[src/rtl/rr_mux_4x1.sv]
// Four-channel round-robin packet multiplexer with a one-beat registered output.
// Arbitration locks onto a channel for the length of a multi-beat packet.
module rr_mux_4x1 #(
    parameter int WIDTH = 8
) (
    input  logic               clk,
    input  logic               rst_n,
    input  logic [3:0]         in_valid,
    input  logic [4*WIDTH-1:0] in_data,
    input  logic [3:0]         in_last,
    output logic [3:0]         in_ready,
    output logic               out_valid,
    output logic [WIDTH-1:0]   out_data,
    output logic               out_last,
    output logic [1:0]         out_sel,
    input  logic               out_ready
);

    typedef enum logic {IDLE, LOCK} state_t;

    state_t             state_q, state_d;
    logic [1:0]         ptr_q, ptr_d;
    logic [1:0]         lch_q, lch_d;
    logic               out_valid_q, out_valid_d;
    logic [WIDTH-1:0]   out_data_q, out_data_d;
    logic               out_last_q, out_last_d;
    logic [1:0]         out_sel_q, out_sel_d;

    logic               load_en;
    logic [1:0]         grant;
    logic               grant_vld;
    logic [1:0]         idx;
    logic               accept;
    logic               acc_last;

    assign load_en = !out_valid_q || out_ready;

    // In LOCK only the locked channel may be granted, even while it is idle.
    always_comb begin
        grant     = 2'd0;
        grant_vld = 1'b0;
        idx       = 2'd0;
        if (state_q == LOCK) begin
            grant     = lch_q;
            grant_vld = in_valid[lch_q];
        end else begin
            for (int i = 0; i < 4; i++) begin
                idx = ptr_q + 2'(i);
                if (!grant_vld && in_valid[idx]) begin
                    grant_vld = 1'b1;
                    grant     = idx;
                end
            end
        end
    end

    // Gating with rst_n keeps in_ready low during reset regardless of clk.
    always_comb begin
        in_ready = 4'b0000;
        if (rst_n && load_en && grant_vld) begin
            in_ready[grant] = 1'b1;
        end
    end

    assign accept   = |in_ready;
    assign acc_last = in_last[grant];

    always_comb begin
        state_d     = state_q;
        ptr_d       = ptr_q;
        lch_d       = lch_q;
        out_valid_d = out_valid_q;
        out_data_d  = out_data_q;
        out_last_d  = out_last_q;
        out_sel_d   = out_sel_q;

        if (accept) begin
            out_valid_d = 1'b1;
            out_data_d  = in_data[grant*WIDTH +: WIDTH];
            out_last_d  = acc_last;
            out_sel_d   = grant;
            if (acc_last) begin
                state_d = IDLE;
                ptr_d   = grant + 2'd1;
            end else if (state_q == IDLE) begin
                state_d = LOCK;
                lch_d   = grant;
            end
        end else if (out_ready) begin
            out_valid_d = 1'b0;
        end
    end

    always_ff @(posedge clk or negedge rst_n) begin
        if (!rst_n) begin
            state_q     <= IDLE;
            ptr_q       <= 2'd0;
            lch_q       <= 2'd0;
            out_valid_q <= 1'b0;
            out_data_q  <= '0;
            out_last_q  <= 1'b0;
            out_sel_q   <= 2'd0;
        end else begin
            state_q     <= state_d;
            ptr_q       <= ptr_d;
            lch_q       <= lch_d;
            out_valid_q <= out_valid_d;
            out_data_q  <= out_data_d;
            out_last_q  <= out_last_d;
            out_sel_q   <= out_sel_d;
        end
    end

    assign out_valid = out_valid_q;
    assign out_data  = out_data_q;
    assign out_last  = out_last_q;
    assign out_sel   = out_sel_q;

endmodule

[config.mk]
export PLATFORM = sky130hd
export DESIGN_NAME = rr_mux_4x1
export DESIGN_NICKNAME = d
export VERILOG_FILES = /design/src/rtl/rr_mux_4x1.sv
export SDC_FILE = /design/constraint.sdc
export NUM_CORES = 1
export LEC_CHECK = 0
export ABC_AREA = 1
export ABC_CLOCK_PERIOD_IN_PS = 3000
export CORE_MARGIN = 2
export CORE_UTILIZATION = 47
export CTS_CLUSTER_SIZE = 30
export DETAILED_ROUTE_END_ITERATION = 8
export GPL_ROUTABILITY_DRIVEN = 0
export PLACE_DENSITY = 0.87
export SETUP_SLACK_MARGIN = 0.15
export SYNTH_ARGS = -nofsm -noshare
export SYNTH_HDL_FRONTEND = slang
export SYNTH_SLANG_ARGS = --single-unit
[constraint.sdc]
create_clock -name clk -period 3 [get_ports clk]
set_input_delay 0.6 -clock clk [delete_from_list [all_inputs] [get_ports clk]]
set_output_delay 0.6 -clock clk [all_outputs]
set_load 0.01 [all_outputs]
## Word level (Yosys, flattened, before mapping)

Cells that the tools add are included.

- $add $sub $neg: 4
- Magnitude comparators: 7
- Shift-type cells: 1
- Muxes and demuxes: 31
- Bitwise gates (word level): 2
- Reductions and logical operators: 15

Operator list:

| operator | number |
|---|---|
| $shiftx 32x6->8 | 1 |
| $lt 2x3->1 const B | 6 |
| $mux 1 | 18 |
| $bmux 1 s2 | 6 |
| $mux 2 | 5 |
| $logic_and 1x1->1 | 6 |
| $add 2x1->2 const B | 2 |
| $add 2x2->2 const B | 2 |
| $logic_not 1->1 | 4 |
| $mux 4 | 1 |
| $reduce_or 4->1 | 1 |
| $reduce_and 3->1 | 1 |
| $demux 1 s2 | 1 |
| $ge 2x1->1 const B | 1 |
| $not 1->1 | 2 |
| $reduce_and 2->1 | 1 |
| $reduce_bool 2->1 | 1 |
| $logic_or 1x1->1 | 1 |

- Register bits after elaboration: 17
- Input bits: 43
- Output and inout port bits: 16
- Logic and storage cells: 67

## Logic depth before layout (Yosys ltp)

- Depth in word-level cells: 23
- Gate-level depth with buffers: 19
- Mapped depth without buffers: 17

## Worst setup path before layout

OpenSTA, ideal clock, no wires.

- Path kind: input-to-output
- Start point: input port in_valid[3]
- End point: output port in_ready[0]
- Data arrival time: 1.795 ns
- Required time: 2.400 ns
- Setup slack: 0.605 ns
- Cell stages on the path: 13
- Path buffers: 1
- Cell sequence: inv_1 -> nand2_1 -> nand3_2 -> nand2_2 -> inv_2 -> nand3_1 -> o21ai_1 -> inv_1 -> nand3_2 -> nand2_4 -> inv_4 -> buf_4 -> nor3_1

- Longest elaborated chain between the ends: 21
- Elaborated cells on any way between the ends: 36
- Classes of those cells: 2 x order compare; 26 x mux; 8 x reduce/logical

Ends and longest elaborated chain:

| element | RTL line | source |
|---|---|---|
| start, declared | 8 | `input logic [3:0] in_valid,` |
| $bmux 1 s2 | 49 | `if (!grant_vld && in_valid[idx]) begin` |
| $mux 1 (implied by the code) | 49 |  |
| $mux 1 | 49 |  |
| $mux 1 | 43 | `if (state_q == LOCK) begin` |
| $logic_not 1->1 | 49 |  |
| $logic_and 1x1->1 | 49 |  |
| $mux 1 | 49 |  |
| $mux 1 | 43 |  |
| (+5 left out) | - |  |
| $logic_and 1x1->1 | 49 |  |
| $mux 2 | 49 |  |
| $mux 2 | 43 |  |
| $lt 2x3->1 (implied by the code) / $ge 2x1->1 (equally long branches) | 61 | `in_ready[grant] = 1'b1;` |
| $logic_and 1x1->1 (implied by the code) | 61 |  |
| $mux 1 (implied by the code) | 61 |  |
| $demux 1 s2 | 61 |  |
| $mux 4 * | 60 | `if (rst_n && load_en && grant_vld) begin` |
| end, declared | 11 | `output logic [3:0] in_ready,` |

Every way passes the cells marked *; elsewhere a longest branch is shown, timed or not. The select of a mux whose other input is x is not followed.

## Worst setup path after layout

- Start point: register ptr_q[1]
- End point: output port in_ready[2]

- Longest elaborated chain between the ends: 21
- Elaborated cells on any way between the ends: 37
- Classes of those cells: 3 x add/sub; 2 x order compare; 24 x mux; 8 x reduce/logical

Ends and longest elaborated chain:

| element | RTL line | source |
|---|---|---|
| start, declared | 22 | `logic [1:0] ptr_q, ptr_d;` |
| start signal, assigned | 105 | `ptr_q <= ptr_d;` |
| $bmux 1 s2 | 49 |  |
| $mux 1 (implied by the code) | 49 |  |
| $mux 1 | 49 |  |
| $mux 1 | 43 |  |
| $logic_not 1->1 | 49 |  |
| $logic_and 1x1->1 | 49 |  |
| $mux 1 | 49 |  |
| $mux 1 | 43 |  |
| (+5 left out) | - |  |
| $logic_and 1x1->1 | 49 |  |
| $mux 2 | 49 |  |
| $mux 2 | 43 |  |
| $lt 2x3->1 (implied by the code) / $ge 2x1->1 (equally long branches) | 61 |  |
| $logic_and 1x1->1 (implied by the code) | 61 |  |
| $mux 1 (implied by the code) | 61 |  |
| $demux 1 s2 | 61 |  |
| $mux 4 * | 60 |  |

Marks and branches as above.

==> flow_summary.rst <==
.. list-table::
   :header-rows: 1

   * - Metric
     - Value
   * - Cell Pwr Density
     - about 1100 nW/um^2
   * - Cells after Synth
     - about 240
   * - Total routing resource utilization after global routing
     - 0.240
   * - Worst Path Max Fanout
     - 7
   * - Number of hold buffers added after CTS
     - 0
   * - Clk_lat worst skew
     - between 0.2 and 0.3 ns
   * - Slack of the worst reg-to-reg path
     - approximately 0.63 ns
   * - Clock buffers created by TritonCTS
     - 3
   * - Buffers added on ports
     - 58
   * - Clock period minus worst slack
     - approximately 2.7 ns
   * - Slowest stage delay, CP
     - approximately 0.54 ns
   * - Cells traversed along the worst timing path
     - inv_2 > nand2_1 > nand2_2 > nand2_2 > nand2_2 > nor2_4 > nand4_2 > buf_4 > nand3_2 > nand2_4 > nand2_1 > nor2_1 > buf_2
   * - Proportion of synthesized flip-flops having asynchronous set or reset
     - 1.00
   * - Critical path arrival
     - 2.11 ns
   * - Worst Reg-to-Reg Cells
     - 18
   * - Setup slack after placement
     - -0.308 ns
   * - Share of synthesized area occupied by flip-flops and latches
     - 0.292
   * - Final routed DRC violation total
     - 0
   * - Worst flop-to-flop path startpoint
     - ptr_q[1]$_DFFE_PN0P_
   * - Antenna-violating nets left
     - 0
   * - Main area contributors after synthesis
     - sky130_fd_sc_hd__nand2_1, sky130_fd_sc_hd__dfrtp_1, sky130_fd_sc_hd__nand3_1
   * - Number of global-route vias before repair
     - approximately 1700
   * - Initial Util
     - 0.485
   * - Number of cells on the critical path
     - 13
   * - Placed inst area
     - ~2100 um^2
   * - Endpoints failing hold
     - 0
   * - Remaining Overflow, GRT
     - 0
   * - CP Data Required Time
     - 2.40 ns
   * - Number of distinct library cells after synthesis
     - 23
   * - Fraction of layout cells with a size suffix above 1
     - 0.204
   * - Maximum number of pins on one net before global-route repair
     - 19
   * - Worst setup path startpoint
     - ptr_q[1]$_DFFE_PN0P_
   * - Via density per instance
     - between 5 and 6
   * - Post-synth top area share
     - 0.322
   * - Number of antenna violations at the first check in global routing
     - 0
   * - Sw Share
     - 0.524
   * - Antenna Cells
     - 0
   * - Maximum achievable frequency
     - around 0.37 GHz
   * - Class of the tightest hold or removal check
     - reg2reg
   * - Worst hold slack
     - roughly 0.49 ns
   * - Wire length of the first global-routing pass
     - around 6.6 mm
   * - Largest delay share family, worst path
     - simple AND/OR/NAND/NOR gates
   * - Final clock skew
     - around 0.003 ns
   * - Sw Pwr
     - about 1.3 mW
   * - Startpoint kind of the worst setup timing path
     - flip-flop
   * - Combinational cell fraction of total power
     - 0.784
   * - DRC marker count from the first detailed-route iteration
     - around 90
   * - Setup violation total in the final timing report
     - 0
   * - Floorplan core area
     - 3000 um^2
   * - Result of the run
     - completed
   * - Primary flip-flop cell chosen by synthesis mapping
     - sky130_fd_sc_hd__dfrtp_1
   * - Warning count from the yosys run
     - 0
   * - Metal2 WL
     - 2.08 mm
   * - Core Rows
     - 20
   * - Core occupancy in the finished layout
     - 0.739
   * - Die Y-Extent
     - 59.7 um
   * - Number of buffer and inverter instances along the worst setup path
     - 3
   * - Setup TNS
     - 0 ns
   * - Leakage power
     - roughly 1.2 nW
   * - Worst-case headroom to the max-slew limit
     - 0.789
   * - Aggregate routed wire length
     - 4.08 mm
   * - IO Count
     - 59
   * - Fin worst setup slack
     - around 0.29 ns
   * - Worst Setup Path Type
     - reg2out
   * - Combined area of all synthesized cells
     - between 1000 and 1500 um^2
   * - Total Nets Final
     - 357
   * - Share of the clock period used by the worst path
     - 0.905
   * - Seq pwr share
     - 0.168
   * - M1 wire length
     - between 1.5 and 2 mm
   * - First drt pass iteration count
     - 4
   * - CTS clk-pin slew, worst paths
     - 0.09 ns
   * - Average size of a mapped cell
     - slightly above 6 um^2
   * - Number of H-tree levels
     - 1
   * - Post-synth top area cell
     - sky130_fd_sc_hd__nand2_1
   * - Clock Tree Root
     - sky130_fd_sc_hd__clkbuf_4
   * - Number of vias after detailed routing
     - 1823
   * - Internal power contribution
     - 1.18 mW
   * - Worst ir drop on vdd
     - 494 uV
   * - Most Frequent Cell on Critical Path
     - sky130_fd_sc_hd__nand2_2
   * - Max-Cap Viols
     - 0
   * - Average routed wire per standard cell
     - between 10 and 15 um
   * - Share of power burned in the clock network
     - 0.048
   * - Total nets after synthesis
     - 282
   * - Actual transition at the worst max-transition pin
     - between 0.3 and 0.4 ns
   * - DPL Wire Length
     - 3.22 mm
   * - Maximum buffer depth of the clock tree
     - 2
   * - Post-synthesis register bit count
     - 17
   * - Standard cell with the maximum stage delay on the critical path
     - sky130_fd_sc_hd__dfrtp_1
   * - Number of synthesized flops with an enable pin
     - 0
   * - Met3 wire length
     - around 250 um
   * - Area Growth Syn to Fin
     - 52.2%
   * - RSZ-0062 raised after global routing
     - true
   * - Highest metal layer used by the detailed router
     - met4
   * - Number of cells on the worst hold path
     - 2
   * - TritonCTS sink count
     - 17
   * - Category of the worst setup path capture point
     - primary output
   * - Die width
     - just under 60 um
   * - Max-slew violation count
     - 0
   * - Finished layout cell area
     - 2220 um^2
   * - Critical hold path startpoint
     - out_data[4]$_DFFE_PN0P_
   * - Full die area
     - between 3000 and 4000 um^2
   * - Clock tree from TritonCTS
     - yes
flip-flops by register name (all words and copies together), names as in the netlist:
name       flops
out_data       8
lch_q          2
out_sel        2
ptr_q          2
out_last       1
out_valid      1
state_q        1
cell usage after synthesis (3+ instances only):
cell type and instances:
sky130_fd_sc_hd__nand3_2 4, sky130_fd_sc_hd__inv_2 5, sky130_fd_sc_hd__nand2_1 125, sky130_fd_sc_hd__dfrtp_1 17, sky130_fd_sc_hd__inv_1 10, sky130_fd_sc_hd__buf_2 3
sky130_fd_sc_hd__nand3_1 32, sky130_fd_sc_hd__o21ai_1 3, sky130_fd_sc_hd__nor2_1 5, sky130_fd_sc_hd__nand4_1 3, sky130_fd_sc_hd__buf_6 3, sky130_fd_sc_hd__nand2_2 12
final timing paths:
kind,end
hold reg to reg,out_data[4]$_DFFE_PN0P_
setup reg to reg,ptr_q[0]$_DFFE_PN0P_
hold / removal,out_data[4]$_DFFE_PN0P_
min in group asynchronous,out_sel[0]$_DFFE_PN0P_
max in group asynchronous,out_data[4]$_DFFE_PN0P_
setup / recovery,in_ready[2]
worst reg2reg max path, stage by stage, from the launching register on:
cell	delay [ns]
sky130_fd_sc_hd__dfrtp_1	0.54
sky130_fd_sc_hd__inv_2	0.11
sky130_fd_sc_hd__nand2_1	0.09
sky130_fd_sc_hd__nand2_2	0.09
sky130_fd_sc_hd__nand2_2	0.09
sky130_fd_sc_hd__nand2_2	0.09
sky130_fd_sc_hd__nor2_4	0.13
sky130_fd_sc_hd__nand4_2	0.10
sky130_fd_sc_hd__buf_4	0.15
sky130_fd_sc_hd__nand3_2	0.09
sky130_fd_sc_hd__buf_4	0.11
sky130_fd_sc_hd__buf_4	0.09
sky130_fd_sc_hd__nand3_1	0.05
sky130_fd_sc_hd__nand2_1	0.09
sky130_fd_sc_hd__nand2_2	0.08
sky130_fd_sc_hd__nand2_2	0.12
sky130_fd_sc_hd__nand2_1	0.11
sky130_fd_sc_hd__nand2_1	0.08
sky130_fd_sc_hd__nand2_1	0.05
power by group through the flow:
stage / registers, mW / clock network (mW) / logic (mW)
after global placement: 0.414 / 0 / 1.83
final: 0.417 / 0.119 / 1.94
after floorplan: 0.436 / 0 / 1.26
after detailed placement: 0.414 / 0 / 1.87
after CTS: 0.413 / 0.124 / 1.90
after global routing: 0.428 / 0.133 / 2.15
stage by stage:
stage	power (mW)	instances
after floorplan	1.70	239
after global placement	2.25	339
after detailed placement	2.28	339
after CTS	2.43	345
after global routing	2.71	346
final	2.48	346
cell type report:
class                           count  area [um^2]
Tap cell                           33         41.3
Sequential cell                    17          425
Fill cell                         252          785
Timing Repair Buffer               79          721
Multi-Input combinational cell    197          937
Inverter                           16         67.6
Clock buffer                        4         26.3
cell families (layout without fill, tap and decap cells):
family	count (synthesis)	in the layout	synth area share
buffers and inverters	25	99	0.0918
AOI/OAI and AO/OA	8	8	0.0326
and+or+nand+nor	189	189	0.584
DFF	17	17	0.292
timing repair:
action	4_1_cts	5_1_grt
endpoints found under the hold margin	0	0
resized for setup	23	9
buffers inserted	2	1
setup endpoints to repair	4	4
pin swaps	5	7
routing by layer:
metal / GRT usage / up-vias
li1: - / 902
met3: 0.0628 / 10
met5: 0 / -
met2: 0.452 / 72
met4: 0.0698 / 0
met1: 0.260 / 839
placed cells by master (no fill, tap or decap):
cell type / instances
sky130_fd_sc_hd__clkdlybuf4s50_1: 50
sky130_fd_sc_hd__nor2_1: 5
sky130_fd_sc_hd__a21oi_1: 1
sky130_fd_sc_hd__inv_2: 6
sky130_fd_sc_hd__o2111ai_1: 2
sky130_fd_sc_hd__buf_4: 21
sky130_fd_sc_hd__inv_1: 7
sky130_fd_sc_hd__nand4_1: 3
sky130_fd_sc_hd__nand2_1: 124
sky130_fd_sc_hd__nand2_4: 4
sky130_fd_sc_hd__clkbuf_2: 1
sky130_fd_sc_hd__dlygate4sd2_1: 2
sky130_fd_sc_hd__nand3_2: 4
sky130_fd_sc_hd__clkbuf_1: 1
sky130_fd_sc_hd__buf_2: 3
sky130_fd_sc_hd__o21ai_2: 1
sky130_fd_sc_hd__o21ai_0: 2
sky130_fd_sc_hd__o21ai_1: 2
sky130_fd_sc_hd__nand3_4: 1
sky130_fd_sc_hd__nor2_4: 1
sky130_fd_sc_hd__clkbuf_4: 3
sky130_fd_sc_hd__dlymetal6s2s_1: 2
sky130_fd_sc_hd__nand4_2: 1
sky130_fd_sc_hd__inv_4: 3
sky130_fd_sc_hd__dfrtp_1: 17
sky130_fd_sc_hd__nor2_2: 2
sky130_fd_sc_hd__nand2_2: 11
sky130_fd_sc_hd__nand3_1: 31
sky130_fd_sc_hd__nor3_2: 2
Power figures use the tool's default switching activity.
==> variant 1: new RTL, config.mk and constraints unchanged <==
`WIDTH`: 8 -> 12.
--- a/src/rtl/rr_mux_4x1.sv
+++ b/src/rtl/rr_mux_4x1.sv
@@ -3,3 +3,3 @@
 module rr_mux_4x1 #(
-    parameter int WIDTH = 8
+    parameter int WIDTH = 12
 ) (
Ports: changed (resized in_data and out_data); port bits go from 59 to 79. No check against the original RTL was run, so the function may have changed too.
==> variant 1 against the unedited design <==
  * Worst setup slack lost 0.023 ns
  * Combinational power grew 8%
  * Synthesized area grew 15%
  * Sequential cell count grew 4
  * Power grew 12%
  * Cell area grew 19%
  * Core utilization grew 4.9 points
  * First-iteration DRC count shrank 4.3%
  * Routed wire length grew 27%
  * Critical path type unchanged
  * Largest power group unchanged
  * Highest routed layer unchanged
==> variant 1: results (changes against the unedited design) <==
synthesis:
  yosys-top-cells-count: "nand2_1 (97), nor2_1 (33), dfrtp_1 (21)"
  async_flop_share: 1.000  # unchanged
  synth_compound_area_frac: 0.1040  # +0.07142
  ys_seq_area_frac: 0.3144  # +0.02253
  synth_area_leaders: "dfrtp_1 (31%), nand2_1 (22%), nor2_1 (7.4%), nand2_2 (4.5%), nand3_1 (3.9%)"
  syn-num-nets: 310  # +9.9%
  muxShareOfSynthArea: 0  # unchanged
  synth_cells: 251  # +5.0%
  synth.distinct_cells: 28  # +22%
layout:
  nFillCells: 261  # +3.6%
  finalNetCount: 406  # +14%
  drive_gt1_frac: 0.2168  # +0.01229
  largest_register_ffs: 12  # +4
  insertedDiodeCount: 0  # unchanged
min_path:
  hp-class: "flop to flop"
worst_setup_path:
  crit_path_max_incr_delay_ns: 0.46  # -0.08 ns
  cp_max_fo: 6  # -1
  crit_arrival_ns: 2.14  # +0.03 ns
  cp_top_family: "simple AND/OR/NAND/NOR gates"
  slowest_stage: "dfrtp_2"
sta:
  relSlewSlack: 0.7459  # -0.04319
  skew_ns: 0.004807  # +0.001809 ns
global_route:
  grt_pass1_vias: 1970  # +19%
  grtUsageTotal: 0.2759  # +0.03561
  grt_first_pass_wirelength_um: 8797  # +34%
  grt_max_degree: 22  # +3
drt:
  routed_wl_um: 5194  # +27%
  viasPerCell: 5.059  # -4.0%
  drt_iter0_markers: 88  # -4.3%
  wl_per_cell_um: 13.25  # +12%
place:
  portBuffers: 78  # +34%
  hpwl_um: 4035  # +25%
  place_ws_ns: -0.3339  # -0.02619 ns
  dp.cells: 383  # +13%
  dpl_cell_area_sq_mm: 0.002560  # +19%
cts:
  clk_path_buf_depth: 2  # unchanged
  clk_latency_ns: 0.32  # +0.03 ns
  clk_pin_slew_ns: 0.12  # +0.03 ns
outcome:
  status: "completed"
power:
  p_leak_nw: 1.255  # +5.8%
  power.density_mw_per_mm2: 1047  # -6.3%
  ir_drop_mv: 0.5333  # +8.0%
variant 1: cell count changes after synthesis, moves of 3 or more:
cell / unedited run / this run
a21oi_1: 1 / 11
nand3_1: 32 / 13
o21ai_2: 0 / 3
inv_1: 10 / 14
nor2_1: 5 / 33
a31oi_1: 0 / 5
nor2_4: 1 / 5
o21ai_1: 3 / 0
nand2_1: 125 / 97
nand4_1: 3 / 7
dfrtp_1: 17 / 21
variant 1: final cells by class:
class	instances	area, sq um	share of cell area
timing repair buffer	99	929.6	0.3508
tap	46	57.56	0.02172
inverter	19	76.32	0.02880
clock buffer	4	26.28	0.009915
multi-input combinational	203	1032	0.3895
sequential	21	528.0	0.1992
variant 1: metal layers:
layer | global-route usage | wire (um) | vias up
met4 | 0.1005 | 112 | 0
met2 | 0.5013 | 2697 | 71
met3 | 0.05714 | 301 | 13
met5 | 0 | 0 | -
li1 | - | - | 993
met1 | 0.3158 | 2082 | 906
variant 1: final timing paths:
check / slack, ns / to / start / cells past startpoint
setup / recovery: 0.26 / in_ready[2] / ptr_q[0] / 13
hold reg to reg: 0.49 / out_sel[1] / out_sel[1] / 2
min in group asynchronous: 0.66 / out_valid / rst_n / 2
setup reg to reg: 0.50 / lch_q[0] / ptr_q[0] / 18
hold / removal: 0.49 / out_sel[1] / out_sel[1] / 2
max in group asynchronous: 2.09 / ptr_q[0] / rst_n / 2
variant 1: power by group:
group	total, W	internal (W)	switching (W)
clock network	0.000146	0.0000522	0.0000938
registers	0.000532	0.000425	0.000107
logic	0.00210	0.000904	0.00119
variant 1: what timing repair did:
item	in CTS	in global routing
pin swaps	5	1
setup endpoints to repair	4	4
buffers inserted	4	1
hold endpoints to repair	0	0
resized for setup	27	8
variant 1: cell families (layout without fill, tap and decap cells):
family / after synthesis / after routing
and+or+nand+nor: 177 / 177
AOI/OAI and AO/OA: 26 / 26
buffers and inverters: 27 / 122
DFF: 21 / 21
variant 1: per-stage QoR:
stage	hold slack [ns]	power, W
floorplan	0.3044	0.001877
global placement	0.4541	0.002494
detailed placement	0.4575	0.002534
CTS	0.4875	0.002735
global route	0.4990	0.003013
finish	0.4880	0.002774
variant 1: tightest hold or removal path, stage by stage, from the launching register on:
cell     delay, ns
dfrtp_1       0.37
nand2_1       0.05
nand2_1       0.04
==> variant 2: new RTL, same settings <==
Made on the original files. Reset style: synchronous (`rst_n`), changed in one clocked block.
--- a/src/rtl/rr_mux_4x1.sv
+++ b/src/rtl/rr_mux_4x1.sv
@@ -93,3 +93,3 @@
 
-    always_ff @(posedge clk or negedge rst_n) begin
+    always_ff @(posedge clk) begin
         if (!rst_n) begin
Function: differs if rst_n is asserted again (counterexample within 4 cycles, from zero or initial values and one cycle with rst_n low); with rst_n held inactive, the same outputs for 10 cycles.
==> variant 2 against the unedited design <==
  * Count of clock-buffer cells in the layout fell by 1
  * Cell area fell by 4.9%
  * Sequential power decreased by 7.2%
  * Non-clock buffer count is 2 higher
  * Power fell by 17%
  * Synthesized area fell by 6.1%
  * Routed wire length shrank 1.9%
  * Sequential cell count is the same
  * Worst setup slack about the same
  * Critical path type is now input pin to primary output
  * Critical endpoint is now in_ready[0]
  * Largest power group unchanged
==> variant 2: results (changes against the unedited design) <==
outcome:
  status: "completed"
place:
  hpwl_um: 3090  # -4.1%
  place_ws_ns: -0.3628  # -0.05504 ns
global_route:
  grt_max_degree: 20  # +1
  grt_pass1_vias: 1580  # -4.7%
  grt_first_pass_wirelength_um: 6630  # +0.84%
  grtUsageTotal: 0.2479  # +0.007608
  grt-ovfl-total: 0  # unchanged
worst_setup_path:
  cp_top_family: "buffers and inverters"
  slowest_stage: "dlygate4sd2_1"
  cp_max_fo: 4  # -3
  crit_path_max_incr_delay_ns: 0.26  # -0.28 ns
  rrSetupSlack_ns: 0.73  # +0.10 ns
sta:
  relSlewSlack: 0.7747  # -0.01434
  fmax_ghz: 0.3685  # about the same
  skew_ns: 0.001140  # -0.001858 ns
synthesis:
  synth_area_leaders: "dfxtp_1 (25%), nand2_1 (21%), nand3_1 (12%), nor2_1 (8.0%), inv_1 (5.5%)"
  synth_ff_type: "dfxtp_1"
  syn-num-nets: 275  # -2.5%
  synth.distinct_cells: 27  # +17%
  ys_seq_area_frac: 0.2486  # -0.04322
  async_flop_share: 0  # -1.000
  yosys-top-cells-count: "nand2_1 (78), nand3_1 (32), nor2_1 (29)"
drt:
  wl_per_cell_um: 11.77  # -0.13%
  first_pass_iters: 4  # unchanged
  viasPerCell: 5.026  # -4.6%
  drt_iter0_markers: 94  # +2.2%
layout:
  finalNetCount: 353  # -1.1%
  stdcell_area_sq_mm: 0.002111  # -4.9%
  nFillCells: 229  # -9.1%
  drive_gt1_frac: 0.2168  # +0.01236
power:
  ir_drop_mv: 0.6710  # +36%
  p_leak_nw: 1.046  # -12%
min_path:
  hp-class: "flop to flop"
variant 2: routing by layer:
| metal | track usage | up-vias | wire length, um |
|---|---|---|---|
| li1 | - | 889 | - |
| met1 | 0.2877 | 745 | 1685 |
| met2 | 0.4513 | 65 | 1993 |
| met3 | 0.04911 | 10 | 258 |
| met4 | 0.08306 | 0 | 65 |
| met5 | 0 | - | 0 |
variant 2: logic make-up (layout without fill, tap and decap cells):
| group | Yosys count | in the layout | synth area share |
|---|---|---|---|
| AOI/OAI and AO/OA | 22 | 22 | 0.09507 |
| and+or+nand+nor | 160 | 160 | 0.5338 |
| DFF | 17 | 17 | 0.2486 |
| buffers and inverters | 33 | 110 | 0.1225 |
variant 2: where the power goes:
group | leakage (nW) | internal, W | total [W] | switching (W)
logic | 0.887 | 0.000679 | 0.00155 | 0.000871
clock network | 0.0177 | 0.0000496 | 0.000126 | 0.0000769
registers | 0.141 | 0.000322 | 0.000387 | 0.0000653
total | 1.05 | 0.00105 | 0.00206 | 0.00101
variant 2: worst paths after layout:
check	start	end	cells past startpoint
worst max-delay path	in_valid[3]	in_ready[0]	14
worst min-delay path	out_last	out_last	2
worst max register to register	ptr_q[0]	out_data[5]	17
worst min register to register	out_last	out_last	2
variant 2: tightest hold or removal path: cells and delay by family (launching register included):
kind	cells	cell delay (ns)
flip-flops	1	0.33
AND/OR/NAND/NOR	1	0.06
AO/OA/AOI/OAI	1	0.05
variant 2: what timing repair did:
item,in CTS,in global routing
setup buffers,3,0
endpoints found under the setup margin,4,4
pin swaps,5,2
gates resized for setup,27,3
variant 2: per-stage QoR:
stage | hold slack, ns | std cells | TNS [ns]
after floorplan | 0.4847 | 232 | 0
after global placement | 0.4516 | 333 | -1.249
after detailed placement | 0.4546 | 333 | -1.294
after CTS | 0.4718 | 340 | 0
after global routing | 0.5128 | 340 | 0
final | 0.4731 | 340 | 0
variant 2: area by class of cell:
type / instances / area share
Sequential cell: 17 / 0.1624
Clock buffer: 3 / 0.01067
Multi-Input combinational cell: 182 / 0.4161
Timing Repair Buffer: 81 / 0.3450
Tap cell: 31 / 0.01838
Inverter: 25 / 0.04505
Clock inverter: 1 / 0.002371
